===== config.mk =====
export PLATFORM = sky130hd
export DESIGN_NAME = div6_seq
export DESIGN_NICKNAME = d
export VERILOG_FILES = /design/src/rtl/div_pkg.sv /design/src/rtl/cla6_bit.sv /design/src/rtl/div6_seq.sv
export SDC_FILE = /design/constraint.sdc
export NUM_CORES = 1
export LEC_CHECK = 0
export CAP_MARGIN = 20
export CORE_MARGIN = 2
export CORE_UTILIZATION = 50
export CTS_BUF_LIST = sky130_fd_sc_hd__clkbuf_8 sky130_fd_sc_hd__clkbuf_16
export DETAILED_ROUTE_END_ITERATION = 8
export MAX_ROUTING_LAYER = met4
export PLACE_DENSITY = 0.75
export REMOVE_ABC_BUFFERS = 1
export SLEW_MARGIN = 30
export SYNTH_ARGS = -nofsm -noshare
export SYNTH_HDL_FRONTEND = slang
export SYNTH_SLANG_ARGS = --single-unit

===== constraint.sdc =====
create_clock -name clk -period 4.44 [get_ports clk]
set_clock_uncertainty 0.15 [all_clocks]
set_input_delay 1.11 -clock clk [delete_from_list [all_inputs] [get_ports clk]]
set_output_delay 1.11 -clock clk [all_outputs]
set_load 0.02 [all_outputs]

===== src/rtl/div_pkg.sv =====
// Shared definitions for the 6-bit restoring divider sequencer and its datapath.
package div_pkg;

    localparam int W     = 6;
    localparam int ITER  = 6;
    localparam int CNT_W = 3;

    typedef enum logic [1:0] {
        IDLE,
        RUN,
        DONE
    } div_state_t;

endpackage


===== src/rtl/cla6_bit.sv =====
// 6-bit carry-lookahead adder: generate/propagate per bit, carries from c0.
module cla6_bit (
    input  logic [5:0] a,
    input  logic [5:0] b,
    input  logic       c0,
    output logic [5:0] sum,
    output logic       c_out
);

    logic [5:0] g;
    logic [5:0] p;
    logic [6:0] c;

    assign g = a & b;
    assign p = a ^ b;

    always_comb begin
        c    = '0;
        c[0] = c0;
        for (int unsigned i = 0; i < 6; i++) begin
            c[i+1] = g[i] | (p[i] & c[i]);
        end
    end

    assign sum   = p ^ c[5:0];
    assign c_out = c[6];

endmodule


===== src/rtl/div6_seq.sv =====
// Iterative 6-bit unsigned restoring divider: one quotient bit per clock,
// trial subtraction performed by a single cla6_bit instance.
module div6_seq
    import div_pkg::*;
#(
    parameter int W    = div_pkg::W,
    parameter int ITER = div_pkg::ITER
) (
    input  logic         clk,
    input  logic         rst,
    input  logic         start,
    input  logic [W-1:0] dividend,
    input  logic [W-1:0] divisor,
    output logic         busy,
    output logic         done,
    output logic [W-1:0] quotient,
    output logic [W-1:0] remainder,
    output logic         div_by_zero
);

    div_state_t       state;
    div_state_t       state_nx;
    logic             accept;
    logic             last_iter;

    logic [W:0]       rem_w;
    logic [W-1:0]     quo_w;
    logic [W-1:0]     d_w;
    logic [CNT_W-1:0] cnt;
    logic             dz_w;

    logic [W:0]       s;
    logic [W-1:0]     sum;
    logic             c_out;
    logic             q_bit;
    logic [W:0]       rem_nx;

    assign s      = {rem_w[W-1:0], quo_w[W-1]};
    // S[6] set means S >= 64 > D, so the subtract succeeds regardless of carry.
    assign q_bit  = s[W] | c_out;
    assign rem_nx = q_bit ? {1'b0, sum} : s;

    cla6_bit u_cla (
        .a     (s[W-1:0]),
        .b     (~d_w),
        .c0    (1'b1),
        .sum   (sum),
        .c_out (c_out)
    );

    assign last_iter = (cnt == CNT_W'(ITER - 1));

    always_ff @(posedge clk or posedge rst) begin
        if (rst) begin
            state <= IDLE;
        end else begin
            state <= state_nx;
        end
    end

    always_comb begin
        state_nx = state;
        accept   = 1'b0;
        case (state)
            IDLE, DONE: begin
                if (start) begin
                    accept   = 1'b1;
                    state_nx = RUN;
                end else begin
                    state_nx = IDLE;
                end
            end
            RUN: begin
                if (dz_w || last_iter) begin
                    state_nx = DONE;
                end
            end
            default: state_nx = IDLE;
        endcase
    end

    // A zero divisor still spends one cycle in RUN so busy/done timing stays uniform.
    always_ff @(posedge clk or posedge rst) begin
        if (rst) begin
            rem_w       <= '0;
            quo_w       <= '0;
            d_w         <= '0;
            cnt         <= '0;
            dz_w        <= 1'b0;
            quotient    <= '0;
            remainder   <= '0;
            div_by_zero <= 1'b0;
        end else if (accept) begin
            rem_w <= '0;
            quo_w <= dividend;
            d_w   <= divisor;
            cnt   <= '0;
            dz_w  <= (divisor == '0);
        end else if (state == RUN) begin
            if (dz_w) begin
                quotient    <= '1;
                remainder   <= quo_w;
                div_by_zero <= 1'b1;
            end else begin
                rem_w <= rem_nx;
                quo_w <= {quo_w[W-2:0], q_bit};
                cnt   <= cnt + 1'b1;
                if (last_iter) begin
                    quotient    <= {quo_w[W-2:0], q_bit};
                    remainder   <= rem_nx[W-1:0];
                    div_by_zero <= 1'b0;
                end
            end
        end
    end

    assign busy = (state == RUN);
    assign done = (state == DONE);

endmodule


* After elaboration in Yosys (flattened, before gate mapping)
Cells that the tools add are included.
W data, S select, Z words.
** Word-level totals
- Memories :: 0
- Logic and storage cells :: 61
- Bits in registers :: 37
- Output and inout port bits :: 15
- Bits in read-only memories :: 0
- Bits in writable memories :: 0
- Latch bits :: 0
- Input bits :: 15
** Operators by class
- Add/sub/neg operators :: 1
- Equality and inequality tests :: 5
- Shifts and indexed selects :: 0
- Multipliers :: 0
- Div/mod/pow operators :: 0
- Reduce and logical (&&, ||, !) cells :: 8
- Multiplexer cells :: 21
- Order comparisons :: 0
- Bitwise logic cells :: 17
** Operator list (count)
- $mux W6 :: 11
- $xor A6 B6 Y6 :: 2
- $mux W3 :: 3
- $or A1 B1 Y1 :: 7
- $and A6 B6 Y6 :: 1
- $logic_not A6 Y1 :: 1
- $not A6 Y6 :: 1
- $and A1 B1 Y1 :: 5
- $mux W1 :: 5
- $pmux W2 S2 :: 1
- $reduce_bool A2 Y1 :: 2
- $add A3 B1 Y3 const B :: 1
- $eq A3 B3 Y1 const B :: 1
- $reduce_and A3 Y1 :: 1
- $eq A2 B1 Y1 const B :: 1
- $eq A2 B2 Y1 const B :: 1
- $logic_not A2 Y1 :: 1
- $mux W2 :: 1
- $ne A2 B1 Y1 const B :: 1
- $ne A2 B2 Y1 const B :: 1
- $reduce_and A2 Y1 :: 1
- $reduce_or A2 Y1 :: 1
- $logic_or A1 B1 Y1 :: 1
- $not A1 Y1 :: 1

* Longest topological paths before layout
- Word-level depth :: 18
- Gate-level depth with buffers :: 14
- Gate-level depth less buffers :: 13

* Cells and area by module
Synthesis repeated with hierarchy kept, for this count alone.
** Second synthesis, totals
- Cells, all modules :: 194
- Area, all modules :: 1869.3 um^2
** Modules (own cells, without submodules)
- div6_seq :: times used 1, cells each 178, area an instance 1711.6 um^2, sequential area each 925.9 um^2
- cla6_bit :: times used 1, cells each 16, area an instance 157.7 um^2, sequential area each 0.0 um^2

* Worst setup path before layout
No wires, ideal clock.
- Kind :: reg-to-reg
- From :: register quo_w[5]
- To :: register remainder[1]
- Buffers on the path :: 1
- Data required time :: 4195 ps
- Slack :: 976 ps
- Data arrival time :: 3218 ps
- Clock period less this slack :: 3464 ps
- Stages on the path, launching flop included :: 15
- Library setup time :: 95 ps
- Cells stage by stage :: dfrtp_1 > inv_1 > ha_1 > inv_1 > fa_1 > fa_1 > fa_1 > inv_1 > fa_1 > inv_1 > fa_1 > clkbuf_1 > nor2_1 > a211oi_1 > o31ai_1
** Between the ends
- Word-level cells in the longest chain between the ends :: 16
- Elaborated cells between the ends (all ways) :: 18
- Classes of those cells :: mux (3); bitwise (15)
** Ends and longest elaborated chain
- from (decl) :: line div6_seq.sv:27 : logic [W-1:0] quo_w;
- from (signal assigned) :: line div6_seq.sv:95 : quo_w <= dividend;
- from (signal assigned) :: line div6_seq.sv:106 : quo_w <= {quo_w[W-2:0], q_bit};
- $and A6 B6 Y6 / $xor A6 B6 Y6 (equally long branches) :: line cla6_bit.sv:14, cla6_bit.sv:15
- $or A1 B1 Y1 (*) :: line cla6_bit.sv:21 : c[i+1] = g[i] | (p[i] & c[i]);
- $and A1 B1 Y1 :: line cla6_bit.sv:21
- $or A1 B1 Y1 :: line cla6_bit.sv:21
- $and A1 B1 Y1 :: line cla6_bit.sv:21
- $or A1 B1 Y1 :: line cla6_bit.sv:21
- $and A1 B1 Y1 :: line cla6_bit.sv:21
- $or A1 B1 Y1 :: line cla6_bit.sv:21
- $and A1 B1 Y1 :: line cla6_bit.sv:21
- $or A1 B1 Y1 :: line cla6_bit.sv:21
- $and A1 B1 Y1 :: line cla6_bit.sv:21
- $or A1 B1 Y1 :: line cla6_bit.sv:21
- $or A1 B1 Y1 :: line div6_seq.sv:40 : assign q_bit = s[W] | c_out;
- $mux W6 (*) :: line div6_seq.sv:41 : assign rem_nx = q_bit ? {1'b0, sum} : s;
- $mux W6 (*) :: line div6_seq.sv:108 : if (last_iter) begin
- $mux W6 (*) :: line div6_seq.sv:100 : if (dz_w) begin
- to (signal assigned) :: line div6_seq.sv:102 : remainder <= quo_w;
- to (signal assigned) :: line div6_seq.sv:110 : remainder <= rem_nx[W-1:0];
- to (decl) :: line div6_seq.sv:17 : output logic [W-1:0] remainder,
Mark *: on every way between the ends. The rest lies on a longest branch, timed or not. The select of a mux whose other input is x is not followed.
A chain may end at the register's enable or synchronous reset.

* Final worst setup path
- From :: register quo_w[5]
- To :: register remainder[3]
** Between the ends
- Word-level cells in the longest chain between the ends :: 16
- Elaborated cells between the ends (all ways) :: 18
- Classes of those cells :: mux (3); bitwise (15)
** Ends and longest elaborated chain (line)
- $and A6 B6 Y6 / $xor A6 B6 Y6 (equally long branches) :: cla6_bit.sv:14, cla6_bit.sv:15
- $or A1 B1 Y1 (*) :: cla6_bit.sv:21
- $and A1 B1 Y1 (*) :: cla6_bit.sv:21
- $or A1 B1 Y1 (*) :: cla6_bit.sv:21
- $and A1 B1 Y1 (*) :: cla6_bit.sv:21
- $or A1 B1 Y1 (*) :: cla6_bit.sv:21
- $and A1 B1 Y1 :: cla6_bit.sv:21
- $or A1 B1 Y1 :: cla6_bit.sv:21
- $and A1 B1 Y1 :: cla6_bit.sv:21
- $or A1 B1 Y1 :: cla6_bit.sv:21
- $and A1 B1 Y1 :: cla6_bit.sv:21
- $or A1 B1 Y1 :: cla6_bit.sv:21
- $or A1 B1 Y1 :: div6_seq.sv:40
- $mux W6 (*) :: div6_seq.sv:41
- $mux W6 (*) :: div6_seq.sv:108
- $mux W6 (*) :: div6_seq.sv:100
Marked as above.

==> impl_metrics.tcl <==
set metrics [dict create \
    layout_min_cycle_time_ps 3780 \
    maxCapViolations 0 \
    postSynth.topFlopCell "sky130_fd_sc_hd__dfrtp_1" \
    postCtsHoldBufs 0 \
    netlist_top_cells_count "sky130_fd_sc_hd__dfrtp_1 (37), sky130_fd_sc_hd__nand2_1 (31), sky130_fd_sc_hd__o21ai_0 (18)" \
    die_area_um2 4240 \
    path_cells "inv_1, ha_1, inv_1, fa_1, fa_1, fa_1, inv_1, fa_1, inv_1, fa_1, nor2_1, a211oi_1, o31ai_1" \
    p_per_area_nw_per_um2 859 \
    count_of_h_tree_levels_built_during_cts 2 \
    synth_edf_count 0 \
    grt_use_total_pct 22.3 \
    coreArea_um2 3630 \
    worst_ep_required_time_ps 4500 \
    timing.max_slew.rel_slack_pct 49.0 \
    antenna-diode-count 0 \
    netlist.top_cell.by_area "sky130_fd_sc_hd__dfrtp_1" \
    synthesis.area_um2 1870 \
    finalSetupTns_ps 0 \
    timing_worst_setup_path_type "reg -> reg" \
    synth.distinct_cells 35 \
    grt_first_pass_wirelength_mm 6.86 \
    post-synth-top-count-cell "sky130_fd_sc_hd__dfrtp_1" \
    timing.critical_path.slowest_stage_cell "sky130_fd_sc_hd__fa_1" \
    synthDominantCellAreaShare_pct 49.6 \
    power.total_mw 1.99 \
    via_count 1488 \
    ys_ff_latch 37 \
    critPathBufInv 4 \
    dp_slack_ps 691 \
    min-delay-path-class "reg -> reg" \
    flow.area_growth_from_synthesis_pct 24.1 \
    crit_path_start "quo_w[5]" \
    yosysWarningCount 0 \
    synth_async_sr_flop_share_pct 100 \
    clockBufferDepth 2 \
    drt_wl_total_mm 4.08 \
    postCtsSetupRepairBufs 0 \
    detailed_place_hpwl_mm 2.97 \
    die_x_extent_um 65.1 \
    floorplan.initialDensity_pct 51.3 \
    vias_per_inst 5.64 \
    tritoncts "built" \
    die_height_um 65.1 \
    fmax_mhz 265 \
    post_cts_resize_count 0 \
    report.final.slew_viol_count 0 \
    global_route.overflow_total 0 \
    critical_path.startpoint_type "flop" \
    reg2reg_from "quo_w[5]" \
    worstSkewPairLatency_ps 290 \
    worst_pin_slew_ps 765 \
    dr.first_iter.drc_count 68 \
    fin_ws_ps 665 \
    critPathArrivalTime_ps 3830 \
    cp-end-kind "flop" \
    antenna_found_initial 0 \
    p_leak_nw 1.06 \
    outcome "complete, no violations" \
    std_cell_rows 22 \
    grt_setup_unrepaired "no" \
    final.hold.worst_slack_ps 332 \
    synth.area.top_cells "sky130_fd_sc_hd__dfrtp_1 (50%), sky130_fd_sc_hd__nand2_1 (6.2%), sky130_fd_sc_hd__fa_1 (5.4%)" \
    syn_area_per_cell_um2 9.98 \
    critical-path-top-delay-family "adder cells" \
    port_buffers 29 \
    cp_max_fo 11 \
    synth.yosys.seq_area_share_pct 49.6 \
    timing.final.hold_violations 0 \
    cts.root.buffer_cell "sky130_fd_sc_hd__clkbuf_8" \
    synthesis.instances 187 \
    dr.pass1.iters 4 \
    setup_violations 0 \
    boundaryPins 30 \
    vdd.ir_drop.worst_mv 0.391 \
    crit_path_frequent_cell "sky130_fd_sc_hd__fa_1" \
    place.gp.congestion 0.844 \
    detail_route.wl_per_cell_um 15.4 \
    clkSlewWorstSetupHoldPaths_ps 80 \
    largest_net_degree_at_the_start_of_global_routing 38 \
    min-delay-start "d_w[0]" \
    drcViolationCount 0 \
    vias_in_the_first_global_route 1444 \
    timing.final.crit_share_pct 85.0 \
    final_layout_size_suffix_gt1_share_pct 6.02 \
    postRouteAntennaNets 0 \
    design.final.nets 238 \
    timing.critical_path.slowest_cell_delay_ps 510 \
    cts_num_sinks 37 \
    cts_buffers 5 \
]
kinds of logic (layout without fill, tap and decap cells):
logic type	count (synthesis)	after routing	share of synthesized area [%]
AO/OA/AOI/OAI	47	47	16.6
adder cells (fa/ha/maj)	8	8	7.38
buffers and inverters	23	52	5.43
flip-flops	37	37	49.6
multiplexers	6	6	3.22
AND/OR/NAND/NOR	66	66	17.7
routing by layer:
metal	part of all wire, %	vias to the layer above	track usage, %
met5	0	-	-
met4	1.5	0	7.29
met3	6.2	8	5.56
li1	-	714	-
met2	49	53	35.8
met1	43	713	28.0
placed cells by master, fill, tap and decap left out, types with 3 or more instances in the layout:
cell / instances
sky130_fd_sc_hd__o211ai_1: 3
sky130_fd_sc_hd__nand3_1: 12
sky130_fd_sc_hd__o21ai_0: 18
sky130_fd_sc_hd__clkbuf_8: 5
sky130_fd_sc_hd__and3_1: 4
sky130_fd_sc_hd__nor2b_1: 5
sky130_fd_sc_hd__a211oi_1: 3
sky130_fd_sc_hd__mux2i_1: 6
sky130_fd_sc_hd__nand2_1: 31
sky130_fd_sc_hd__fa_1: 5
sky130_fd_sc_hd__ha_1: 3
sky130_fd_sc_hd__o21a_1: 3
sky130_fd_sc_hd__a221o_1: 4
sky130_fd_sc_hd__inv_1: 13
sky130_fd_sc_hd__dfrtp_1: 37
sky130_fd_sc_hd__a21oi_1: 6
sky130_fd_sc_hd__clkdlybuf4s50_1: 29
sky130_fd_sc_hd__o31ai_1: 3
sequential cells by signal, indices dropped and copies added, names as in the netlist:
| register | flops |
|---|---|
| cnt | 3 |
| div_by_zero | 1 |
| quo_w | 6 |
| state | 2 |
| rem_w | 6 |
| remainder | 6 |
| dz_w | 1 |
| quotient | 6 |
| d_w | 6 |
worst min-delay path: cells and delay by family (launching register included):
family	cells	cell delay [ps]
simple gates	2	100
flops	1	350
through the flow:
stage | cell area (µm²) | cells | utilization [%]
2_1_floorplan | 1810 | 177 | -
3_5_place_dp | 2180 | 256 | 60.0
3_3_place_gp | 2180 | 256 | 60.0
6_report | 2320 | 264 | 63.7
4_1_cts | 2320 | 264 | 63.7
5_1_grt | 2320 | 264 | 63.7
layout make-up:
cell class	instances	area [µm²]
flip-flops and latches	37	926
clock inverters	3	68.8
multi-input cells	127	838
fillers	331	1320
inverters	13	48.8
clock buffers	5	68.8
repair buffers	31	305
well taps	48	60.1
where the power goes:
part / switching, mW / internal (mW) / total [mW]
clock: 0.125 / 0.226 / 0.351
sequential: 0.142 / 0.500 / 0.642
combinational: 0.540 / 0.457 / 0.997
total: 0.807 / 1.18 / 1.99
worst paths after layout:
kind	endpoint	slack [ps]	cells after the start
max	remainder[3]	660	13
min in group asynchronous	cnt[1]	1070	3
min	d_w[0]	330	2
max in group asynchronous	d_w[3]	2750	3
max reg2reg	remainder[3]	660	13
min reg2reg	d_w[0]	330	2
No activity file was read; power rests on OpenSTA's default activity.
